## config.mk

```make
export PLATFORM = sky130hd
export DESIGN_NAME = spi_reg_master
export DESIGN_NICKNAME = d
export VERILOG_FILES = /design/src/rtl/spi_reg_master.sv
export SDC_FILE = /design/constraint.sdc
export NUM_CORES = 1
export LEC_CHECK = 0
export BUFFER_PORTS_ARGS = -buffer_cell sky130_fd_sc_hd__buf_2
export CAP_MARGIN = 10
export CORE_MARGIN = 4
export CORE_UTILIZATION = 60
export CTS_BUF_LIST = sky130_fd_sc_hd__clkbuf_4
export DETAILED_ROUTE_END_ITERATION = 12
export GPL_TIMING_DRIVEN = 0
export MAX_ROUTING_LAYER = met4
export PLACE_DENSITY = 0.8
export SKIP_LAST_GASP = 1
export SYNTH_ARGS = -nofsm -noshare
export SYNTH_HDL_FRONTEND = slang
export SYNTH_SLANG_ARGS = --single-unit
```

## constraint.sdc

```tcl
create_clock -name clk -period 4.4 [get_ports clk]
set_clock_uncertainty 0.1 [all_clocks]
set_input_delay 0.44 -clock clk [delete_from_list [all_inputs] [get_ports clk]]
set_output_delay 0.44 -clock clk [all_outputs]
set_load 0.005 [all_outputs]
```

## src/rtl/spi_reg_master.sv

```systemverilog
// rtl/spi_reg_master.sv - SPI mode-0 frame transmitter for the raybox-zero register-load port
// One accepted {cmd,data} request becomes one MSB-first frame framed by /SS low.
module spi_reg_master #(
  parameter int CLK_DIV   = 4,
  parameter int SS_GAP    = 8,
  parameter int CMD_BITS  = 4,
  parameter int DATA_BITS = 6
) (
  input  logic                 clk,
  input  logic                 reset,
  input  logic                 i_valid,
  input  logic [CMD_BITS-1:0]  i_cmd,
  input  logic [DATA_BITS-1:0] i_data,
  output logic                 o_ready,
  output logic                 o_done,
  output logic                 o_sclk,
  output logic                 o_ss_n,
  output logic                 o_mosi
);

  localparam int FRAME_BITS = CMD_BITS + DATA_BITS;
  localparam int BC_W       = $clog2(FRAME_BITS);
  localparam int CNT_MAX    = (CLK_DIV > SS_GAP) ? CLK_DIV : SS_GAP;
  localparam int CNT_W      = $clog2(CNT_MAX);

  typedef enum logic [2:0] {
    IDLE,
    LEAD,
    HIGH,
    LOW,
    TRAIL,
    GAP
  } state_t;

  state_t                  state_q;
  logic [CNT_W-1:0]        cnt_q;
  logic [BC_W-1:0]         bit_cnt_q;
  logic [FRAME_BITS-1:0]   shift_q;
  logic                    ready_q;
  logic                    done_q;
  logic                    sclk_q;
  logic                    ss_n_q;
  logic                    mosi_q;

  // Every phase (LEAD, HIGH, LOW, TRAIL, GAP) runs cnt_q down to zero before leaving.
  always_ff @(posedge clk) begin
    if (reset) begin
      state_q   <= IDLE;
      cnt_q     <= '0;
      bit_cnt_q <= '0;
      shift_q   <= '0;
      ready_q   <= 1'b1;
      done_q    <= 1'b0;
      sclk_q    <= 1'b0;
      ss_n_q    <= 1'b1;
      mosi_q    <= 1'b0;
    end else begin
      done_q <= 1'b0;
      case (state_q)
        IDLE: begin
          if (i_valid) begin
            shift_q   <= {i_cmd, i_data};
            bit_cnt_q <= BC_W'(FRAME_BITS - 1);
            cnt_q     <= CNT_W'(CLK_DIV - 1);
            ss_n_q    <= 1'b0;
            mosi_q    <= i_cmd[CMD_BITS-1];
            ready_q   <= 1'b0;
            state_q   <= LEAD;
          end
        end
        LEAD, LOW: begin
          if (cnt_q == '0) begin
            cnt_q   <= CNT_W'(CLK_DIV - 1);
            sclk_q  <= 1'b1;
            state_q <= HIGH;
          end else begin
            cnt_q <= cnt_q - 1'b1;
          end
        end
        HIGH: begin
          if (cnt_q == '0) begin
            cnt_q  <= CNT_W'(CLK_DIV - 1);
            sclk_q <= 1'b0;
            if (bit_cnt_q == '0) begin
              mosi_q  <= 1'b0;
              state_q <= TRAIL;
            end else begin
              // MOSI moves on the falling edge so it is settled a full half-period before the next rise.
              shift_q   <= shift_q << 1;
              mosi_q    <= shift_q[FRAME_BITS-2];
              bit_cnt_q <= bit_cnt_q - 1'b1;
              state_q   <= LOW;
            end
          end else begin
            cnt_q <= cnt_q - 1'b1;
          end
        end
        TRAIL: begin
          if (cnt_q == '0) begin
            cnt_q   <= CNT_W'(SS_GAP - 1);
            ss_n_q  <= 1'b1;
            done_q  <= 1'b1;
            state_q <= GAP;
          end else begin
            cnt_q <= cnt_q - 1'b1;
          end
        end
        GAP: begin
          if (cnt_q == '0) begin
            ready_q <= 1'b1;
            state_q <= IDLE;
          end else begin
            cnt_q <= cnt_q - 1'b1;
          end
        end
        default: begin
          ready_q <= 1'b1;
          sclk_q  <= 1'b0;
          ss_n_q  <= 1'b1;
          mosi_q  <= 1'b0;
          state_q <= IDLE;
        end
      endcase
    end
  end

  assign o_ready = ready_q;
  assign o_done  = done_q;
  assign o_sclk  = sclk_q;
  assign o_ss_n  = ss_n_q;
  assign o_mosi  = mosi_q;

endmodule

```

==> results by stage, run 1 <==
Setup path:
- The signal on the critical path passes through inv_1 -> ha_1 -> nor2b_1 -> buf_6 -> a211oi_2 -> o21ai_1 -> a221oi_1.
- The critical path in this run is classified as reg -> reg.
- STA classifies the critical path endpoint as a flop.
- STA classifies the critical path startpoint as a flop.
- The cell family contributing the most delay on the critical path is compound AO/OA/AOI/OAI gates.
- The maximum net fanout on the critical path is 9.
- On the critical path, the stage with the largest delay is an instance of sky130_fd_sc_hd__dfxtp_1.
- The critical path contains buffers and inverters numbering 2 combined.
- In this design, the stage delay of the slowest critical-path cell is 360 ps.
- The data required time of the worst path is around 4500 ps.
- The arrival time reported for the critical path endpoint is about 1900 ps.

Finish:
- The area of the multi-input gates is 798 sq um.
- The number of antenna repair diodes is 0.
- The sequential cell area is slightly below 500 sq um.
- After the last flow step, the layout net total stands at 187.
- Leaving out fill and tap cells, the most frequent cells in the layout are sky130_fd_sc_hd__buf_2, sky130_fd_sc_hd__dfxtp_1, sky130_fd_sc_hd__a21oi_1.
- Counting the fill cells in the layout gives 191.
- In the final layout, the share of cells above drive strength 1 is 0.284.
- The area growth from synthesis to layout is 10.7%.

GRT:
- The initial antenna violation count was 0.
- The number of global-route vias before repair came to around 1200.
- The remaining global-route overflow is 0.
- The overall global routing resource usage is 0.224.
- The global-route wire length before repair is 5.53 mm.
- The maximum number of pins on one net before global-route repair is 14.

Floorplan:
- The effective utilization at floorplan is 0.624.
- In this run the horizontal extent of the chip is 55.7 um.
- The total die area is slightly above 3000 sq um.
- The core area is approximately 2200 sq um.
- The initialized floorplan defines 17 standard-cell rows.
- The die height is 55.7 um.
- The number of primary I/O pins is 18.

Synthesis:
- The average instance area after synthesis is slightly above 9 sq um.
- The net count after synthesis is ~170.
- Synthesis instantiated between 40 and 50 different standard cells from the library.
- Summing every instance area after synthesis gives approximately 1400 sq um.
- In the synthesized netlist the async set-or-reset flop fraction comes to 0.
- The flop and latch count out of synthesis is 24.
- Synthesis produced a netlist whose cell count is between 100 and 150.
- For this run, the register share of the synthesized area comes to 0.352.
- The Yosys warning count is 0.
- The flip-flop cell with the highest count after synthesis is sky130_fd_sc_hd__dfxtp_1.
- Sorting the synthesized cells by area gives the leading types as sky130_fd_sc_hd__dfxtp_1, sky130_fd_sc_hd__a211oi_2, sky130_fd_sc_hd__mux2i_1.
- The largest area contributor in the netlist is sky130_fd_sc_hd__dfxtp_1.
- Yosys mapped a number of flops with a built-in enable equal to 0.
- The share of synthesized area in the top cell type comes to 0.352.

STA:
- Setup violations remaining at the end of the flow were counted as 0.
- The hold violation count in the final report is 0.
- Setup total negative slack on the finished layout was measured at 0 ps.
- The post-layout minimum cycle time is 1790 ps.
- The count of pins over their slew limit is 0.
- Setup repair after global routing left no endpoint under its margin.
- The post-route fraction of the period consumed by the critical path is 0.407.
- The worst hold slack is between 200 and 300 ps.
- The highest clock rate is ~0.56 GHz.
- At the pin with the least slew margin, the transition time is ~580 ps.
- The headroom to the max-slew limit is 0.615.

Detailed routing:
- In this run, the number of DRC markers left after iteration 0 of detailed routing was 50.
- The uppermost layer routed is met4.
- The routed design uses about 1.5 mm of met2 wire.
- The per-cell routed wire length is around 16 um.
- The met3 routed wirelength is 177 um.
- The antenna violation net count after detailed routing is 0.
- Detailed routing inserted a total of roughly 1200 vias.
- The first detailed-routing pass took 4 iterations.
- The remaining routing DRC violations is 0.
- For this block, wires on met1 add up to between 1 and 1.5 mm.
- The sum of routed wire length over all layers is 3.13 mm.
- The number of vias per cell after detailed routing is slightly above 6.

Power:
- The worst voltage drop across the vdd grid is between 200 and 250 uV.
- Summed over all cells, the static leakage comes to around 0.57 nW.
- Power spread over the standard cell area amounts to approximately 370 nW/um^2.

Clock tree:
- Clock-pin slew was measured on the worst setup and hold paths at about 130 ps.
- The number of buffers added by the clock tree synthesis step is 3.
- The count of buffers added by post-CTS timing repair for setup is 0.
- The latest clock arrival within the worst-skew pair is 310 ps.
- The CTS H-tree depth is 1.
- The number of buffers on the longest clock path is 2.
- The clock root buffer master is sky130_fd_sc_hd__clkbuf_4.
- The count of instances resized after the clock tree is built is 0.
- The clock tree from TritonCTS is yes.
- Buffers inserted to repair hold after CTS numbered 0.
- The tree built by TritonCTS fans out to 24 sinks.

Place:
- The congestion estimate from routability-driven global placement came to approximately 0.9.
- Detailed placement ended at an HPWL of 2.29 mm.
- Buffers placed on the I/O ports in this run total 17.

Worst hold path:
- The tightest min-delay check is of the in -> reg type.

Run status:
- The run finished with clean final reports.

Run:
- The count of maximum capacitance violations is 0.
cell usage after synthesis (all sizes together), types with 4 or more instances:
cell and n:
nor2 11, ha 4, a211oi 11, a21oi 15
buf 9, o21ai 11, nand2 4, inv 8
mux2i 9, dfxtp 24, nand3 5
metal layers:
metal  vias up  track usage
li1        595            -
met1       578        0.291
met2        46        0.360
met3         7       0.0325
met4         0       0.0694
met5         -            -
path summary, 6_finish.rpt:
kind	startpoint	end	slack [ps]	cells past startpoint
hold / removal	i_data[0]	shift_q[0]	280	3
hold reg to reg	o_sclk	o_sclk	430	2
setup / recovery	cnt_q[0]	cnt_q[2]	2610	7
setup reg to reg	cnt_q[0]	cnt_q[2]	2610	7
area by class of cell:
cell class / instances / share of cell area
Buffer: 10 / 0.0380
Clock buffer: 3 / 0.0149
Clock inverter: 1 / 0.00248
Inverter: 8 / 0.0199
Multi-Input combinational cell: 106 / 0.528
Sequential cell: 24 / 0.318
Tap cell: 28 / 0.0232
Timing Repair Buffer: 17 / 0.0562
cells by family after synthesis:
group	after synthesis	synth area share
compound gates	52	0.304
fa+ha+maj	4	0.0366
buf+inv	18	0.0641
flops	24	0.352
mux	9	0.0659
simple gates	41	0.178
sequential cells by signal, summed over array words and instances (netlist names):
| name | flops |
|---|---|
| bit_cnt_q | 4 |
| shift_q | 9 |
| o_mosi | 1 |
| o_done | 1 |
| o_sclk | 1 |
| state_q | 3 |
| o_ready | 1 |
| o_ss_n | 1 |
| cnt_q | 3 |
worst reg2reg max path, stage by stage (launching register included):
cell and delay [ps]:
sky130_fd_sc_hd__dfxtp_1 360, sky130_fd_sc_hd__inv_1 70, sky130_fd_sc_hd__ha_1 250, sky130_fd_sc_hd__nor2b_1 160, sky130_fd_sc_hd__buf_6 140, sky130_fd_sc_hd__a211oi_2 280
sky130_fd_sc_hd__o21ai_1 110, sky130_fd_sc_hd__a221oi_1 240
through the flow:
stage	cell area, sq um	power (mW)	cells	utilization	setup slack, ps
2_1_floorplan	1370	0.420	148	-	2790
3_3_place_gp	1490	0.458	193	0.678	2690
3_5_place_dp	1490	0.469	193	0.678	2620
4_1_cts	1510	0.562	197	0.690	2600
5_1_grt	1510	0.604	197	0.690	2470
6_report	1510	0.564	197	0.690	2610
power by group:
group	total (mW)	internal, mW	switching [mW]	leakage (nW)
Sequential	0.263	0.245	0.0181	0.198
Combinational	0.204	0.0843	0.120	0.354
Clock	0.0972	0.0332	0.0640	0.0154
Total	0.564	0.362	0.202	0.568
(Power assumes the default switching activity.)
==> run 2, diff against run 1 <==
--- a/config.mk
+++ b/config.mk
@@ -8,12 +8,12 @@
 export BUFFER_PORTS_ARGS = -buffer_cell sky130_fd_sc_hd__buf_2
 export CAP_MARGIN = 10
 export CORE_MARGIN = 4
-export CORE_UTILIZATION = 60
+export CORE_UTILIZATION = 59
 export CTS_BUF_LIST = sky130_fd_sc_hd__clkbuf_4
 export DETAILED_ROUTE_END_ITERATION = 12
 export GPL_TIMING_DRIVEN = 0
 export MAX_ROUTING_LAYER = met4
-export PLACE_DENSITY = 0.8
+export PLACE_DENSITY = 0.79
 export SKIP_LAST_GASP = 1
 export SYNTH_ARGS = -nofsm -noshare
 export SYNTH_HDL_FRONTEND = slang
==> constraint.sdc (replaced) <==
create_clock -name clk -period 1.75 [get_ports clk]
set_clock_uncertainty 0.1 [all_clocks]
set_input_delay 0.175 -clock clk [delete_from_list [all_inputs] [get_ports clk]]
set_output_delay 0.175 -clock clk [all_outputs]
set_load 0.005 [all_outputs]
==> results by stage, run 2 (same netlist as run 1, synthesis figures left out) <==
Clock tree:
- The cell sitting at the root of the clock tree is a sky130_fd_sc_hd__clkbuf_4.
- The clock transition at the registers of the reported paths is 130 ps (about the same).
- The CTS H-tree depth came to 1 (unchanged).
- TritonCTS built the clock tree.
- The latest clock arrival within the worst-skew pair is 310 ps (about the same).
- The number of buffers on the longest clock path is 2 (unchanged).
- The number of buffers added by the clock tree synthesis step is 3 (unchanged).
- The clock net sink count was 24 (unchanged).

STA:
- The post-layout minimum cycle time is 1710 ps (-83.2 ps).
- The headroom to the max-slew limit is 0.587 (-0.0274).
- The hold violation count in the final report came to 0 (unchanged).
- The highest clock rate is 0.586 GHz (+4.9%).
- The transition at the pin with the smallest max-transition slack came to 619 ps (+41.1 ps).
- The total of endpoints with negative setup slack in the final report is 0 (unchanged).
- The post-route fraction of the period consumed by the critical path is 0.975 (+0.569).
- The setup TNS came to 0 ps (unchanged).
- The final worst slack came to 42.9 ps (-2570 ps).
- The count of pins over their slew limit is 0 (unchanged).

Place:
- The weighted congestion reported at the end of routability-driven placement came to 0.844 (-5.1%).
- The count of buffers inserted at the top-level ports is 17 (unchanged).
- The placed wire-length estimate is 2.31 mm (+0.68%).
- The area after detailed placement was 1490 sq um (unchanged).
- The post-placement setup slack came to -22.3 ps (-2640 ps).

Finish:
- The number of nets in the layout is 192 (+2.7%).
- From synthesis to final layout, the design area changed by 16.3%.
- The sequential cell area was 483 sq um (+0.52%).
- The register name with the most flops is shift_q.
- The library cell used most frequently in the layout, excluding fill and tap cells, is sky130_fd_sc_hd__buf_2.
- The area of the multi-input gates is 828 sq um (+3.8%).
- The layout cell share with drive strength beyond 1 is 0.333 (+0.0493).
- In the final layout, the registers with the most flip-flops are shift_q (9), bit_cnt_q (4).
- The final design instance area without fill is 1590 sq um (+5.0%).
- The number of antenna repair diodes is 0 (unchanged).
- The number of filler cells placed in the layout came to 185 (-3.1%).
- The top cell types in the final layout, fill and taps aside, are sky130_fd_sc_hd__buf_2, sky130_fd_sc_hd__dfxtp_1, sky130_fd_sc_hd__a21oi_1, sky130_fd_sc_hd__nor2_1, sky130_fd_sc_hd__mux2i_1.
- The final design utilization is 0.718 (+0.0279).
- The flip-flop count of the largest register, all copies and words added is 9 (unchanged).

Floorplan:
- The total die area is 3150 sq um (+1.4%).
- The core area was 2210 sq um (+0.97%).
- The die height came to 56.1 um (+0.72%).
- The die outline width is 56.1 um (+0.72%).
- The number of placement rows is 17 (unchanged).
- The effective utilization at floorplan is 0.618 (-0.00600).
- The number of primary I/O pins is 18 (unchanged).

Setup path:
- The critical path class is reg -> reg.
- The arrival time reported for the critical path endpoint is 1860 ps (-60 ps).
- The data required time of the worst path is 1900 ps (-2620 ps).
- The maximum net fanout on the critical path is 4 (-5).
- The kind of start point of the critical path is a flop.
- The worst reg2reg path depth came to 7 (unchanged).
- The slack of the worst reg-to-reg path is 40 ps (-2570 ps).
- The endpoint class of the critical path is a flop.

Worst hold path:
- The count of cells along the worst hold path came to 3 (unchanged).
- The path class of the lowest-slack min-delay path is in -> reg.

Power:
- The total power after layout is 1.48 mW (+160%).
- The worst voltage drop across the vdd grid is 550 uV (+160%).
- The leakage power total is 0.597 nW (+5.2%).
- The total power per unit cell area came to 933 nW/um^2 (+150%).

Detailed routing:
- The via count is 1240 (+1.1%).
- The sum of routed wire length over all layers is 3.27 mm (+4.3%).
- The per-cell routed wire length is 16.2 um (+1.7%).
- The first-pass detailed-route iteration total is 4 (unchanged).
- The number of vias per cell after detailed routing is 6.14 (-1.4%).
- The antenna violation net count after detailed routing is 0 (unchanged).
- The DRC marker count from the first detailed-route iteration is 40 (-20%).
- The remaining routing DRC violations is 0 (unchanged).

GRT:
- The remaining global-route overflow is 0 (unchanged).
- The number of global-route vias before repair is 1224 (+1.5%).
- The initial antenna violation count is 0 (unchanged).
- The maximum number of pins on one net before global-route repair is 14 (unchanged).
- The global-route wire length before repair is 5.53 mm (unchanged).
- The overall global routing resource usage is 0.222 (-0.00193).

Run:
- The count of maximum capacitance violations is 0 (unchanged).

Run status:
- The run finished with clean final reports.
run 2: cell types whose count changed in the layout (fill, tap and decap cells not counted), sizes merged:
cell	previous run	this run
buf	26	30
dlygate4sd3	0	1
run 2: final timing paths:
check,from,endpoint
min,reset,o_ss_n
min reg2reg,shift_q[0],shift_q[0]
max,bit_cnt_q[0],bit_cnt_q[1]
max reg2reg,bit_cnt_q[0],bit_cnt_q[1]
run 2: power by group:
part           total [mW]  leakage [nW]  switching, mW  internal, mW
logic               0.565         0.383          0.316         0.249
clock network       0.251        0.0154          0.168        0.0833
registers           0.666         0.198         0.0481         0.617
run 2: critical path: stages, from the launching register on:
cell and delay, ps:
sky130_fd_sc_hd__dfxtp_2 370, sky130_fd_sc_hd__inv_2 80, sky130_fd_sc_hd__ha_1 160, sky130_fd_sc_hd__or3b_4 410, sky130_fd_sc_hd__a21oi_4 180, sky130_fd_sc_hd__buf_4 140, sky130_fd_sc_hd__o21ai_1 50, sky130_fd_sc_hd__a21oi_1 150
run 2: through the flow:
step	hold slack [ps]	std cells
finish	50.7	202
global route	62.4	202
CTS	48.1	201
detailed placement	342	193
global placement	335	193
floorplan	220	148
run 2: cell type report:
class | count | area share
Clock buffer | 3 | 0.0142
Tap cell | 28 | 0.0220
Timing Repair Buffer | 22 | 0.0811
Inverter | 8 | 0.0189
Buffer | 10 | 0.0362
Clock inverter | 1 | 0.00236
Sequential cell | 24 | 0.304
Multi-Input combinational cell | 106 | 0.521
run 2: timing repair:
item,CTS,global route
endpoints found under the hold margin,1,0
resized for setup,3,6
hold buffers,1,0
buffers inserted,3,1
endpoints found under the setup margin,10,9
pin swaps,2,4
run 2: routing by layer:
| metal | part of all wire | wire length (um) | up-vias | global-route usage |
|---|---|---|---|---|
| met4 | 0.014 | 46 | 0 | 0.0881 |
| met3 | 0.054 | 177 | 7 | 0.0209 |
| met5 | 0 | 0 | - | - |
| met1 | 0.42 | 1380 | 582 | 0.294 |
| met2 | 0.51 | 1660 | 47 | 0.349 |
| li1 | - | - | 604 | - |
==> run 3, diff against run 2 <==
--- a/config.mk
+++ b/config.mk
@@ -5,15 +5,16 @@
 export SDC_FILE = /design/constraint.sdc
 export NUM_CORES = 1
 export LEC_CHECK = 0
+export ABC_AREA = 1
 export BUFFER_PORTS_ARGS = -buffer_cell sky130_fd_sc_hd__buf_2
 export CAP_MARGIN = 10
 export CORE_MARGIN = 4
-export CORE_UTILIZATION = 59
+export CORE_UTILIZATION = 60
 export CTS_BUF_LIST = sky130_fd_sc_hd__clkbuf_4
 export DETAILED_ROUTE_END_ITERATION = 12
 export GPL_TIMING_DRIVEN = 0
 export MAX_ROUTING_LAYER = met4
-export PLACE_DENSITY = 0.79
+export PLACE_DENSITY = 0.8
 export SKIP_LAST_GASP = 1
 export SYNTH_ARGS = -nofsm -noshare
 export SYNTH_HDL_FRONTEND = slang
==> results by stage, run 3 <==
Place:
- The count of buffers inserted at the top-level ports is 16 (-1).
- The post-placement setup slack was 87.7 ps (+110 ps).
- The placed wire-length estimate came to 2.39 mm (+3.5%).
- The weighted congestion reported at the end of routability-driven placement is 0.955 (+13%).
- The placed instance count is 258 (+34%).

Synthesis:
- The flop and latch count out of synthesis was 24 (unchanged).
- The net count after synthesis was 231 (+40%).
- The count of different cell masters after synthesis came to 27 (-40%).
- The largest area contributor in the netlist is sky130_fd_sc_hd__dfxtp_1.
- The most frequent cell after synthesis is sky130_fd_sc_hd__nand2_1.
- The sequential fraction of the synthesis area is 0.324 (-0.0276).
- The post-synthesis instance area is 1480 sq um (+8.5%).
- After synthesis, the most frequently instantiated cells are sky130_fd_sc_hd__nand2_1, sky130_fd_sc_hd__dfxtp_1, sky130_fd_sc_hd__nand3_1.
- The share of flip-flops with an asynchronous set or reset after synthesis is 0 (unchanged).
- The instance count of the mapped netlist is 214 (+45%).
- The average instance area after synthesis is 6.93 sq um (-25%).
- The fraction of post-synthesis cell area in the top cell type by area is 0.324 (-0.0276).
- The Yosys warning count is 0 (unchanged).
- The number of flops mapped to enable cells by yosys is 0 (unchanged).
- By area the synthesized netlist is led by sky130_fd_sc_hd__dfxtp_1, sky130_fd_sc_hd__nand2_1, sky130_fd_sc_hd__nand3_1.
- For this run, the leading register cell type out of synthesis is sky130_fd_sc_hd__dfxtp_1.

Finish:
- The number of nets in the layout is 252 (+31%).
- The most common cell after layout, fill and taps aside is sky130_fd_sc_hd__nand2_1.
- The flip-flop count of the largest register, all copies and words added was 9 (unchanged).
- The number of antenna repair diodes is 0 (unchanged).
- The layout cell share with drive strength beyond 1 is 0.262 (-0.0715).
- The post-layout instance count excluding filler cells is 261 (+29%).
- Leaving out fill and tap cells, the most frequent cells in the layout are sky130_fd_sc_hd__nand2_1, sky130_fd_sc_hd__nand3_1, sky130_fd_sc_hd__dfxtp_1, sky130_fd_sc_hd__nor2_1.
- The register name with the most flops is shift_q.
- The post-synthesis to final-layout area growth is 9.45%.
- The largest registers in the layout are shift_q (9), bit_cnt_q (4).

Worst hold path:
- The endpoint of the worst hold-timing path is bit_cnt_q[0].
- The count of cells along the worst hold path is 2 (-1).
- The startpoint of the worst hold path is reset.
- The path class of the lowest-slack min-delay path is in -> reg.

Clock tree:
- The CTS H-tree depth is 1 (unchanged).
- TritonCTS built the clock tree.
- The clock transition at the registers of the reported paths is 130 ps (about the same).
- The clock net sink count is 24 (unchanged).
- The clock root buffer master is sky130_fd_sc_hd__clkbuf_4.
- The number of buffers added by the clock tree synthesis step is 3 (unchanged).
- The count of buffers added by post-CTS timing repair for setup is 0 (-3).
- The count of hold buffers inserted by post-cts repair is 0 (-1).
- The number of buffers on the longest clock path is 2 (unchanged).
- The latest clock arrival within the worst-skew pair is 320 ps (about the same).
- The count of instances resized after the clock tree is built is 0 (-3).

GRT:
- The number of global-route vias before repair came to 1353 (+11%).
- The global-route wire length before repair was 5.55 mm (+0.38%).
- The overall global routing resource usage is 0.213 (-0.00964).
- The busiest layer in global routing is met2.
- The initial antenna violation count is 0 (unchanged).
- The remaining global-route overflow is 0 (unchanged).
- The maximum number of pins on one net before global-route repair was 13 (-1).
- The routing usage on met1 was 0.245 (-0.0493).
- The routing usage on met2 came to 0.361 (+0.0124).
- The met3 capacity usage during global routing is 0.0468 (+0.0259).

Detailed routing:
- The per-cell routed wire length is 12.2 um (-25%).
- The sum of routed wire length over all layers is 3.18 mm (-2.7%).
- The via count is 1410 (+14%).
- The number of vias per cell after detailed routing is 5.40 (-12%).
- The remaining routing DRC violations is 0 (unchanged).
- The DRC marker count from the first detailed-route iteration came to 66 (+65%).
- The first-pass detailed-route iteration total was 4 (unchanged).
- The antenna violation net count after detailed routing was 0 (unchanged).

STA:
- The post-route fraction of the period consumed by the critical path is 0.928 (-0.0470).
- The transition at the pin with the smallest max-transition slack came to 672 ps (+52.8 ps).
- Setup repair after global routing left no endpoint under its margin.
- The setup TNS was 0 ps (unchanged).
- The final worst slack is 125 ps (+82.3 ps).
- The post-layout minimum cycle time is 1620 ps (-82.3 ps).
- The headroom to the max-slew limit is 0.552 (-0.0352).
- The count of pins over their slew limit was 0 (unchanged).
- The highest clock rate is 0.615 GHz (+5.1%).
- The total of endpoints with negative setup slack in the final report is 0 (unchanged).
- The hold violation count in the final report is 0 (unchanged).

Power:
- The worst voltage drop across the vdd grid is 2090 uV (+280%).
- The leakage power total is 0.786 nW (+32%).
- The total power per unit cell area is 2110 nW/um^2 (+130%).

Floorplan:
- The core area is 2280 sq um (+2.9%).
- The effective utilization at floorplan is 0.651 (+0.0338).
- The die outline width was 57.7 um (+2.8%).
- The number of placement rows came to 17 (unchanged).
- The die height is 57.7 um (+2.8%).
- The total die area was 3330 sq um (+5.7%).
- The number of primary I/O pins came to 18 (unchanged).

Setup path:
- The endpoint class of the critical path is a flop.
- The worst register-to-register path begins at bit_cnt_q[0].
- The kind of start point of the critical path is a flop.
- The arrival time reported for the critical path endpoint is 1700 ps (-160 ps).
- The maximum net fanout on the critical path came to 10 (+6).
- The destination of the worst register-to-register timing path is shift_q[1].
- The slack of the worst reg-to-reg path was 130 ps (+80 ps).
- The worst reg2reg path depth was 9 (+2).
- The critical path class is reg -> reg.
- The data required time of the worst path is 1830 ps (-70 ps).

Run status:
- The flow ran to the end, and the final reports show no timing, DRC or antenna violations.

Run:
- The count of maximum capacitance violations is 0 (unchanged).
-- run 3: cell count changes after synthesis, moves of 6 or more --
cell / delta
sky130_fd_sc_hd__a21oi_2: +10
sky130_fd_sc_hd__mux2i_1: -9
sky130_fd_sc_hd__a21oi_1: -7
sky130_fd_sc_hd__buf_2: -6
sky130_fd_sc_hd__nand3_1: +19
sky130_fd_sc_hd__nand2_2: +12
sky130_fd_sc_hd__a211oi_2: -9
sky130_fd_sc_hd__nand2_1: +59
sky130_fd_sc_hd__inv_1: +9
sky130_fd_sc_hd__nor2_1: +10
-- run 3: cell families (layout without fill, tap and decap cells) --
logic type / count (synthesis) / count (layout) / synth area share
AND/OR/NAND/NOR: 127 / 127 / 0.401
AO/OA/AOI/OAI: 29 / 29 / 0.127
buffers and inverters: 29 / 48 / 0.108
flip-flops: 24 / 24 / 0.324
adder cells (fa/ha/maj): 4 / 4 / 0.0338
XOR/XNOR: 1 / 1 / 0.00591
-- run 3: metal layers --
layer / part of all wire / vias to the layer above
li1: - / 715
met1: 0.44 / 648
met2: 0.50 / 37
met3: 0.037 / 10
met4: 0.020 / 0
met5: 0 / -
-- run 3: final cells by class --
cell class | count | area (sq um)
multi-input cells | 161 | 845
fillers | 194 | 653
flip-flops and latches | 24 | 480
plain buffers | 9 | 82.6
repair buffers | 16 | 80.1
inverters | 20 | 77.6
well taps | 28 | 35.0
clock buffers | 3 | 22.5
-- run 3: power by group --
group | internal, mW | switching, mW
Sequential | 0.766 | 0.152
Clock | 0.0805 | 0.159
Combinational | 0.876 | 1.39
-- run 3: worst max path at each step --
stage                       startpoint    endpoint  slack (ps)  cells after the start
final                     bit_cnt_q[0]  shift_q[1]         130                      9
after CTS                     cnt_q[0]  shift_q[2]          50                     10
after global placement        cnt_q[0]  shift_q[2]         140                     10
after floorplan               cnt_q[0]  shift_q[1]         290                     10
after detailed placement      cnt_q[0]  shift_q[2]          90                     10
after global routing      bit_cnt_q[0]  shift_q[0]           9                      8
-- run 3: critical path: stages, from the launching register on --
cell and delay [ps]:
sky130_fd_sc_hd__dfxtp_1 400, sky130_fd_sc_hd__inv_1 110, sky130_fd_sc_hd__ha_1 200, sky130_fd_sc_hd__nand2_1 150, sky130_fd_sc_hd__nand2_4 80, sky130_fd_sc_hd__nand2_4 100
sky130_fd_sc_hd__nand2_4 80, sky130_fd_sc_hd__buf_12 150, sky130_fd_sc_hd__nand2_2 60, sky130_fd_sc_hd__a21oi_2 40
-- run 3: metrics by stage --
step                utilization  cell area (sq um)  hold slack (ps)  total power, mW
finish                    0.713               1620             81.5             3.43
global route              0.713               1620             78.7             3.76
CTS                       0.712               1620             89.8             3.43
detailed placement        0.702               1600              336             3.19
global placement          0.702               1600              325             3.11
floorplan                     -               1480              321             2.75
